### src/rtl/alu_pkg.sv
// Shared MIPS ALU encodings, flag positions and response-slot state type
// used by the ALU and by the arbiter that shares it.
package alu_pkg;

    localparam logic [5:0] OP_RTYPE = 6'b000000;

    localparam logic [5:0] ADD  = 6'b100000;
    localparam logic [5:0] ADDU = 6'b100001;
    localparam logic [5:0] SUB  = 6'b100010;
    localparam logic [5:0] SUBU = 6'b100011;
    localparam logic [5:0] AND  = 6'b100100;
    localparam logic [5:0] OR   = 6'b100101;
    localparam logic [5:0] XOR  = 6'b100110;
    localparam logic [5:0] NOR  = 6'b100111;
    localparam logic [5:0] SLT  = 6'b101010;
    localparam logic [5:0] SLTU = 6'b101011;
    localparam logic [5:0] SLL  = 6'b000000;
    localparam logic [5:0] SRL  = 6'b000010;
    localparam logic [5:0] SRA  = 6'b000011;
    localparam logic [5:0] SLLV = 6'b000100;
    localparam logic [5:0] SRLV = 6'b000110;
    localparam logic [5:0] SRAV = 6'b000111;

    localparam logic [5:0] OP_ADDI  = 6'b001000;
    localparam logic [5:0] OP_ADDIU = 6'b001001;
    localparam logic [5:0] OP_SLTI  = 6'b001010;
    localparam logic [5:0] OP_SLTIU = 6'b001011;
    localparam logic [5:0] OP_ANDI  = 6'b001100;
    localparam logic [5:0] OP_ORI   = 6'b001101;
    localparam logic [5:0] OP_XORI  = 6'b001110;
    localparam logic [5:0] OP_BEQ   = 6'b000100;
    localparam logic [5:0] OP_BNE   = 6'b000101;
    localparam logic [5:0] OP_LW    = 6'b100011;
    localparam logic [5:0] OP_SW    = 6'b101011;

    localparam int FLAG_ZERO = 2;
    localparam int FLAG_NEG  = 1;
    localparam int FLAG_OVF  = 0;

    typedef enum logic {
        SLOT_EMPTY = 1'b0,
        SLOT_FULL  = 1'b1
    } slot_state_e;

    function automatic logic [31:0] sign_ext16(input logic [15:0] imm);
        return {{16{imm[15]}}, imm};
    endfunction

endpackage

### src/rtl/alu_arbiter_alu.sv
// Purely combinational MIPS ALU: R-type and immediate arithmetic/logic,
// shifts, set-less-than, branch compare and load/store address generation.
module alu
    import alu_pkg::*;
(
    input  logic [31:0] instruction,
    input  logic [31:0] rega,
    input  logic [31:0] regb,
    output logic [31:0] result,
    output logic [2:0]  flags
);

    logic [5:0]  opcode;
    logic [5:0]  funct;
    logic [4:0]  shamt;
    logic [31:0] simm;
    logic [31:0] zimm;
    logic [31:0] sum_ab;
    logic [31:0] diff_ab;
    logic [31:0] sum_ai;
    logic        ovf_add;
    logic        ovf_sub;
    logic        ovf_addi;
    logic        lt_s;
    logic        lt_u;
    logic        lt_si;
    logic        lt_ui;
    logic        is_lt;
    logic        is_ovf;
    logic        unused_bits;

    assign opcode      = instruction[31:26];
    assign funct       = instruction[5:0];
    assign shamt       = instruction[10:6];
    assign simm        = sign_ext16(instruction[15:0]);
    assign zimm        = {16'd0, instruction[15:0]};
    // Register-specifier fields are resolved outside the ALU.
    assign unused_bits = ^instruction[25:16];

    assign sum_ab   = rega + regb;
    assign diff_ab  = rega - regb;
    assign sum_ai   = rega + simm;
    assign ovf_add  = (rega[31] == regb[31]) && (sum_ab[31] != rega[31]);
    assign ovf_sub  = (rega[31] != regb[31]) && (diff_ab[31] != rega[31]);
    assign ovf_addi = (rega[31] == simm[31]) && (sum_ai[31] != rega[31]);
    assign lt_s     = $signed(rega) < $signed(regb);
    assign lt_u     = rega < regb;
    assign lt_si    = $signed(rega) < $signed(simm);
    assign lt_ui    = rega < simm;

    always_comb begin
        result = '0;
        is_lt  = 1'b0;
        is_ovf = 1'b0;
        case (opcode)
            OP_RTYPE: begin
                case (funct)
                    ADD:  begin result = sum_ab;  is_ovf = ovf_add; end
                    ADDU: result = sum_ab;
                    SUB:  begin result = diff_ab; is_ovf = ovf_sub; end
                    SUBU: result = diff_ab;
                    AND:  result = rega & regb;
                    OR:   result = rega | regb;
                    XOR:  result = rega ^ regb;
                    NOR:  result = ~(rega | regb);
                    SLT:  begin is_lt = lt_s; result = {31'd0, lt_s}; end
                    SLTU: begin is_lt = lt_u; result = {31'd0, lt_u}; end
                    SLL:  result = regb << shamt;
                    SRL:  result = regb >> shamt;
                    SRA:  result = $signed(regb) >>> shamt;
                    SLLV: result = regb << rega[4:0];
                    SRLV: result = regb >> rega[4:0];
                    SRAV: result = $signed(regb) >>> rega[4:0];
                    default: result = '0;
                endcase
            end
            OP_ADDI:  begin result = sum_ai; is_ovf = ovf_addi; end
            OP_ADDIU: result = sum_ai;
            OP_SLTI:  begin is_lt = lt_si; result = {31'd0, lt_si}; end
            OP_SLTIU: begin is_lt = lt_ui; result = {31'd0, lt_ui}; end
            OP_ANDI:  result = rega & zimm;
            OP_ORI:   result = rega | zimm;
            OP_XORI:  result = rega ^ zimm;
            // Branches compare by subtraction so zero means equal.
            OP_BEQ, OP_BNE: result = diff_ab;
            OP_LW, OP_SW:   result = sum_ai;
            default: result = '0;
        endcase
    end

    always_comb begin
        flags            = '0;
        flags[FLAG_ZERO] = (result == 32'd0);
        flags[FLAG_NEG]  = is_lt;
        flags[FLAG_OVF]  = is_ovf;
    end

endmodule

### src/rtl/alu_arbiter.sv
// Round-robin arbiter sharing one ALU between two requesters, with a single
// registered response slot and saturating debug counters.
module alu_arbiter
    import alu_pkg::*;
#(
    parameter int NUM_REQ = 2,
    parameter int CNT_W   = 16
)
(
    input  logic                     clk,
    input  logic                     reset,
    input  logic [NUM_REQ-1:0]       req_valid,
    output logic [NUM_REQ-1:0]       req_ready,
    input  logic [32*NUM_REQ-1:0]    req_instr,
    input  logic [32*NUM_REQ-1:0]    req_rega,
    input  logic [32*NUM_REQ-1:0]    req_regb,
    output logic                     rsp_valid,
    input  logic                     rsp_ready,
    output logic                     rsp_id,
    output logic [31:0]              rsp_result,
    output logic [2:0]               rsp_flags,
    output logic [NUM_REQ*CNT_W-1:0] grant_cnt,
    output logic [CNT_W-1:0]         ovf_cnt
);

    slot_state_e      state_q;
    slot_state_e      state_d;
    logic             last_grant_q;
    logic             last_grant_d;
    logic             rsp_id_q;
    logic [31:0]      rsp_result_q;
    logic [2:0]       rsp_flags_q;
    logic [CNT_W-1:0] ovf_cnt_q;
    logic             slot_free;
    logic             gnt_any;
    logic             gnt_idx;
    logic [31:0]      alu_instr;
    logic [31:0]      alu_rega;
    logic [31:0]      alu_regb;
    logic [31:0]      alu_result;
    logic [2:0]       alu_flags;

    always_comb begin
        state_d      = state_q;
        last_grant_d = last_grant_q;
        gnt_any      = 1'b0;
        gnt_idx      = 1'b0;
        req_ready    = '0;
        slot_free    = (state_q == SLOT_EMPTY) || rsp_ready;

        // Reset also masks grants so nothing is accepted while it is held.
        if (slot_free && !reset) begin
            if (req_valid[0] && req_valid[1]) begin
                gnt_any = 1'b1;
                gnt_idx = ~last_grant_q;
            end else if (req_valid[0]) begin
                gnt_any = 1'b1;
                gnt_idx = 1'b0;
            end else if (req_valid[1]) begin
                gnt_any = 1'b1;
                gnt_idx = 1'b1;
            end
        end

        if (gnt_any) begin
            req_ready[gnt_idx] = 1'b1;
            state_d            = SLOT_FULL;
            last_grant_d       = gnt_idx;
        end else if ((state_q == SLOT_FULL) && rsp_ready) begin
            state_d = SLOT_EMPTY;
        end
    end

    // With no grant gnt_idx is 0, so the idle ALU sees requester 0.
    assign alu_instr = gnt_idx ? req_instr[63:32] : req_instr[31:0];
    assign alu_rega  = gnt_idx ? req_rega[63:32]  : req_rega[31:0];
    assign alu_regb  = gnt_idx ? req_regb[63:32]  : req_regb[31:0];

    alu u_alu (
        .instruction (alu_instr),
        .rega        (alu_rega),
        .regb        (alu_regb),
        .result      (alu_result),
        .flags       (alu_flags)
    );

    always_ff @(posedge clk or posedge reset) begin
        if (reset) begin
            state_q      <= SLOT_EMPTY;
            last_grant_q <= 1'b1;
            rsp_id_q     <= 1'b0;
            rsp_result_q <= '0;
            rsp_flags_q  <= '0;
        end else begin
            state_q      <= state_d;
            last_grant_q <= last_grant_d;
            if (gnt_any) begin
                rsp_id_q     <= gnt_idx;
                rsp_result_q <= alu_result;
                rsp_flags_q  <= alu_flags;
            end
        end
    end

    always_ff @(posedge clk or posedge reset) begin
        if (reset) begin
            ovf_cnt_q <= '0;
        end else if (gnt_any && alu_flags[FLAG_OVF] && (ovf_cnt_q != {CNT_W{1'b1}})) begin
            ovf_cnt_q <= ovf_cnt_q + 1'b1;
        end
    end

    generate
        for (genvar gi = 0; gi < NUM_REQ; gi++) begin : g_grant_cnt
            logic [CNT_W-1:0] cnt_q;

            always_ff @(posedge clk or posedge reset) begin
                if (reset) begin
                    cnt_q <= '0;
                end else if (req_valid[gi] && req_ready[gi] && (cnt_q != {CNT_W{1'b1}})) begin
                    cnt_q <= cnt_q + 1'b1;
                end
            end

            assign grant_cnt[gi*CNT_W +: CNT_W] = cnt_q;
        end
    endgenerate

    assign rsp_valid  = (state_q == SLOT_FULL);
    assign rsp_id     = rsp_id_q;
    assign rsp_result = rsp_result_q;
    assign rsp_flags  = rsp_flags_q;
    assign ovf_cnt    = ovf_cnt_q;

endmodule

### config.mk
export PLATFORM = sky130hd
export DESIGN_NAME = alu_arbiter
export DESIGN_NICKNAME = d
export VERILOG_FILES = /design/src/rtl/alu_pkg.sv /design/src/rtl/alu_arbiter_alu.sv /design/src/rtl/alu_arbiter.sv
export SDC_FILE = /design/constraint.sdc
export NUM_CORES = 1
export LEC_CHECK = 0
export BUFFER_PORTS_ARGS = -buffer_cell sky130_fd_sc_hd__buf_2
export CAP_MARGIN = 20
export CORE_ASPECT_RATIO = 1.25
export CORE_MARGIN = 8
export CORE_UTILIZATION = 28
export DETAILED_ROUTE_END_ITERATION = 6
export PLACE_DENSITY = 0.57
export SETUP_SLACK_MARGIN = 0.4
export SLEW_MARGIN = 20
export SYNTH_ARGS = -nofsm -noshare
export SYNTH_HDL_FRONTEND = slang
export SYNTH_HIERARCHICAL = 1
export SYNTH_SLANG_ARGS = --single-unit
### constraint.sdc
create_clock -name clk -period 7.4 [get_ports clk]
set_input_delay 1.11 -clock clk [delete_from_list [all_inputs] [get_ports clk]]
set_output_delay 1.11 -clock clk [all_outputs]
set_load 0.05 [all_outputs]
==> results.tsv <==
stage	metric	value	unit
cts	clock_path_buffers	2	
worst_setup_path	cp_num_buf_inv	5	
cts	cts_tree	built	
timing	period_needed	6.86	ns
worst_setup_path	cp-end-kind	flop	
floorplan	start_util	28.2	%
power_and_ir_drop	switching_share	56.5	%
final_layout	fin_nets	3884	
timing	worst_pin_slew	1.06	ns
logic_synthesis	syn_nets	3476	
drt	avgViaCountPerCell	6.20	
final_layout	stdcell_area	26700	um^2
cts	clock-root-buffer	clkbuf_16	
power_and_ir_drop	clockPowerShare	11.0	%
cts	postCtsHoldBufs	0	
worst_setup_path	crit_path_start_kind	input pin	
global_routing	grt_max_degree	68	
timing	finalSetupViolCount	0	
floorplan	dieHeight	327	um
power_and_ir_drop	leakage	11.8	nW
worst_setup_path	crit_chain	buf_2, nand2b_1, and4_4, buf_12, buf_4, mux2_2, nor3b_4, buf_4, a22o_1, nand2_1, mux2_2, buf_4, and2_0, a221o_1, or3_1, o31a_1, nor4b_2, and4_1, nand3_1, nor4_2, nand2_1, nand2_1	
timing	slew_violations	0	
worst_setup_path	critPathRequiredTime	7.68	ns
drt	ant_nets	0	
drt	drt-wirelength-per-cell	32.6	um
timing	fin_worst_skew	0.0109	ns
placed_design	portBuffers	263	
global_routing	grt_pass1_vias	27200	
power_and_ir_drop	p_int	1.85	mW
placed_design	dpl.hpwl	124000	um
global_routing	antenna_found_initial	10	
cts	cts_sinks	86	
final_layout	final_common_cell	nand2_1	
run	max-cap-violations	0	
timing	rsz0062_at_grt	no	
cts	htreeDepth	3	
worst_setup_path	cp.arrival	7.14	ns
final_layout	layout_common_cells	405 x nand2_1, 345 x buf_4, 263 x buf_2	
final_layout	final.fill_count	8499	
cts	clk_pin_slew	0.06	ns
logic_synthesis	synthCells	3098	
floorplan	rows	114	
global_routing	gr-total-overflow	0	
logic_synthesis	ys_warn_count	6	
logic_synthesis	synthesis.area	21700	um^2
worst_setup_path	slowest_stage	nor3b_4	
drt	dr_total_vias	27900	
power_and_ir_drop	vdd_drop_max	0.158	mV
placed_design	placed_area	26300	um^2
min_path	hp-class	flop to flop	
placed_design	gp_congestion	1.09	
drt	drtIter0Drc	2939	
drt	drc_errors	1	
cts	numCtsBuffers	9	
worst_setup_path	path_class	input pin to flop	
final_layout	synthToLayoutAreaGrowth	22.9	%
floorplan	pin_count	284	
global_routing	grt_pass1_wl	205000	um
worst_setup_path	cpLargestDelayFamily	simple AND/OR/NAND/NOR gates	
cts	clk_latency	0.34	ns
logic_synthesis	synth.avg_cell_area	7.01	um^2
floorplan	die-area	86700	um^2
timing	hold_viol_final	0	
power_and_ir_drop	switchingPower	2.40	mW
run_status	outcome	finished, violations left	
drt	first_pass_iters	7	
power_and_ir_drop	power.share.sequential	13.7	%
timing	slew_headroom	29.6	%
worst_setup_path	slowest_delay	0.70	ns
run_status	violations	design-rule violations	
floorplan	core_area	77000	um^2
global_routing	grt_usage	32.1	%
timing	period_share	92.7	%
final_layout	drive_gt1_share	24.6	%
worst_setup_path	critPathMaxFanout	17	
timing	max_freq	146	MHz
power_and_ir_drop	power_density	159	nW/um^2
timing	whs	0.469	ns
power_and_ir_drop	comb_power_share	75.2	%
floorplan	die_w	265	um
drt	drt_wl_total	147000	um
## per-stage QoR
stage	utilization (%)	TNS [ns]	setup WS, ns	power, mW	cells
floorplan	-	-0.0315	-0.0172	2.40	3098
global placement	34.2	0	0.297	3.70	4479
detailed placement	34.2	0	0.333	3.68	4479
CTS	34.6	0	0.688	4.16	4495
global route	34.6	0	0.405	4.43	4497
finish	34.6	0	0.541	4.24	4500
## per-layer routing
layer | vias up | routed length (um) | GRT usage, %
met2 | 1436 | 67000 | 52.7
met4 | 6 | 9790 | 17.6
met3 | 349 | 10800 | 5.04
li1 | 12400 | - | -
met5 | - | 46 | 0
met1 | 13700 | 58900 | 40.0
## worst paths after layout
| kind | slack [ns] | startpoint | depth (start not counted) | to |
|---|---|---|---|---|
| max in group asynchronous | 5.36 | reset | 4 | g_grant_cnt[0].cnt_q[15] |
| worst max-delay path | 0.54 | rsp_ready | 22 | rsp_flags[2] |
| worst min-delay path | 0.47 | rsp_result[7] | 2 | rsp_result[7] |
| min in group asynchronous | 0.91 | reset | 3 | rsp_result[10] |
| worst max register to register | 1.04 | rsp_valid | 21 | rsp_flags[2] |
| worst min register to register | 0.47 | rsp_result[7] | 2 | rsp_result[7] |
## sequential cells by signal, indices dropped and copies added, names as in the netlist
name               count
rsp_id                 1
rsp_flags              3
rsp_result            32
last_grant_q           1
rsp_valid              1
ovf_cnt               16
g_grant_cnt.cnt_q     32
## cell type report
| type | instances | area [um^2] | area share, % |
|---|---|---|---|
| repair buffers | 617 | 4090 | 15.3 |
| clock inverters | 6 | 70.1 | 0.263 |
| multi-input cells | 2651 | 18300 | 68.7 |
| diodes | 3 | 7.51 | 0.0281 |
| flip-flops and latches | 86 | 2150 | 8.07 |
| inverters | 141 | 552 | 2.07 |
| clock buffers | 10 | 239 | 0.896 |
| well taps | 986 | 1230 | 4.62 |
## worst register-to-register path, delay by kind of cell, from the launching register on
family,cells,cell delay [ns]
compound gates,3,0.86
buf+inv,4,0.93
flops,1,0.39
mux,2,1.01
simple gates,12,3.13
## power by group through the flow
stage	Sequential, mW	Combinational, mW	Clock (mW)
2_1_floorplan	0.760	1.64	0
3_3_place_gp	0.590	3.11	0
3_5_place_dp	0.591	3.09	0
4_1_cts	0.583	3.10	0.477
5_1_grt	0.592	3.34	0.497
6_report	0.583	3.19	0.468
## timing repair
item / in CTS / in global routing
resized for setup: 0 / 4
buffers inserted: 0 / 2
endpoints found under the setup margin: 0 / 11
Power figures use the tool's default switching activity.
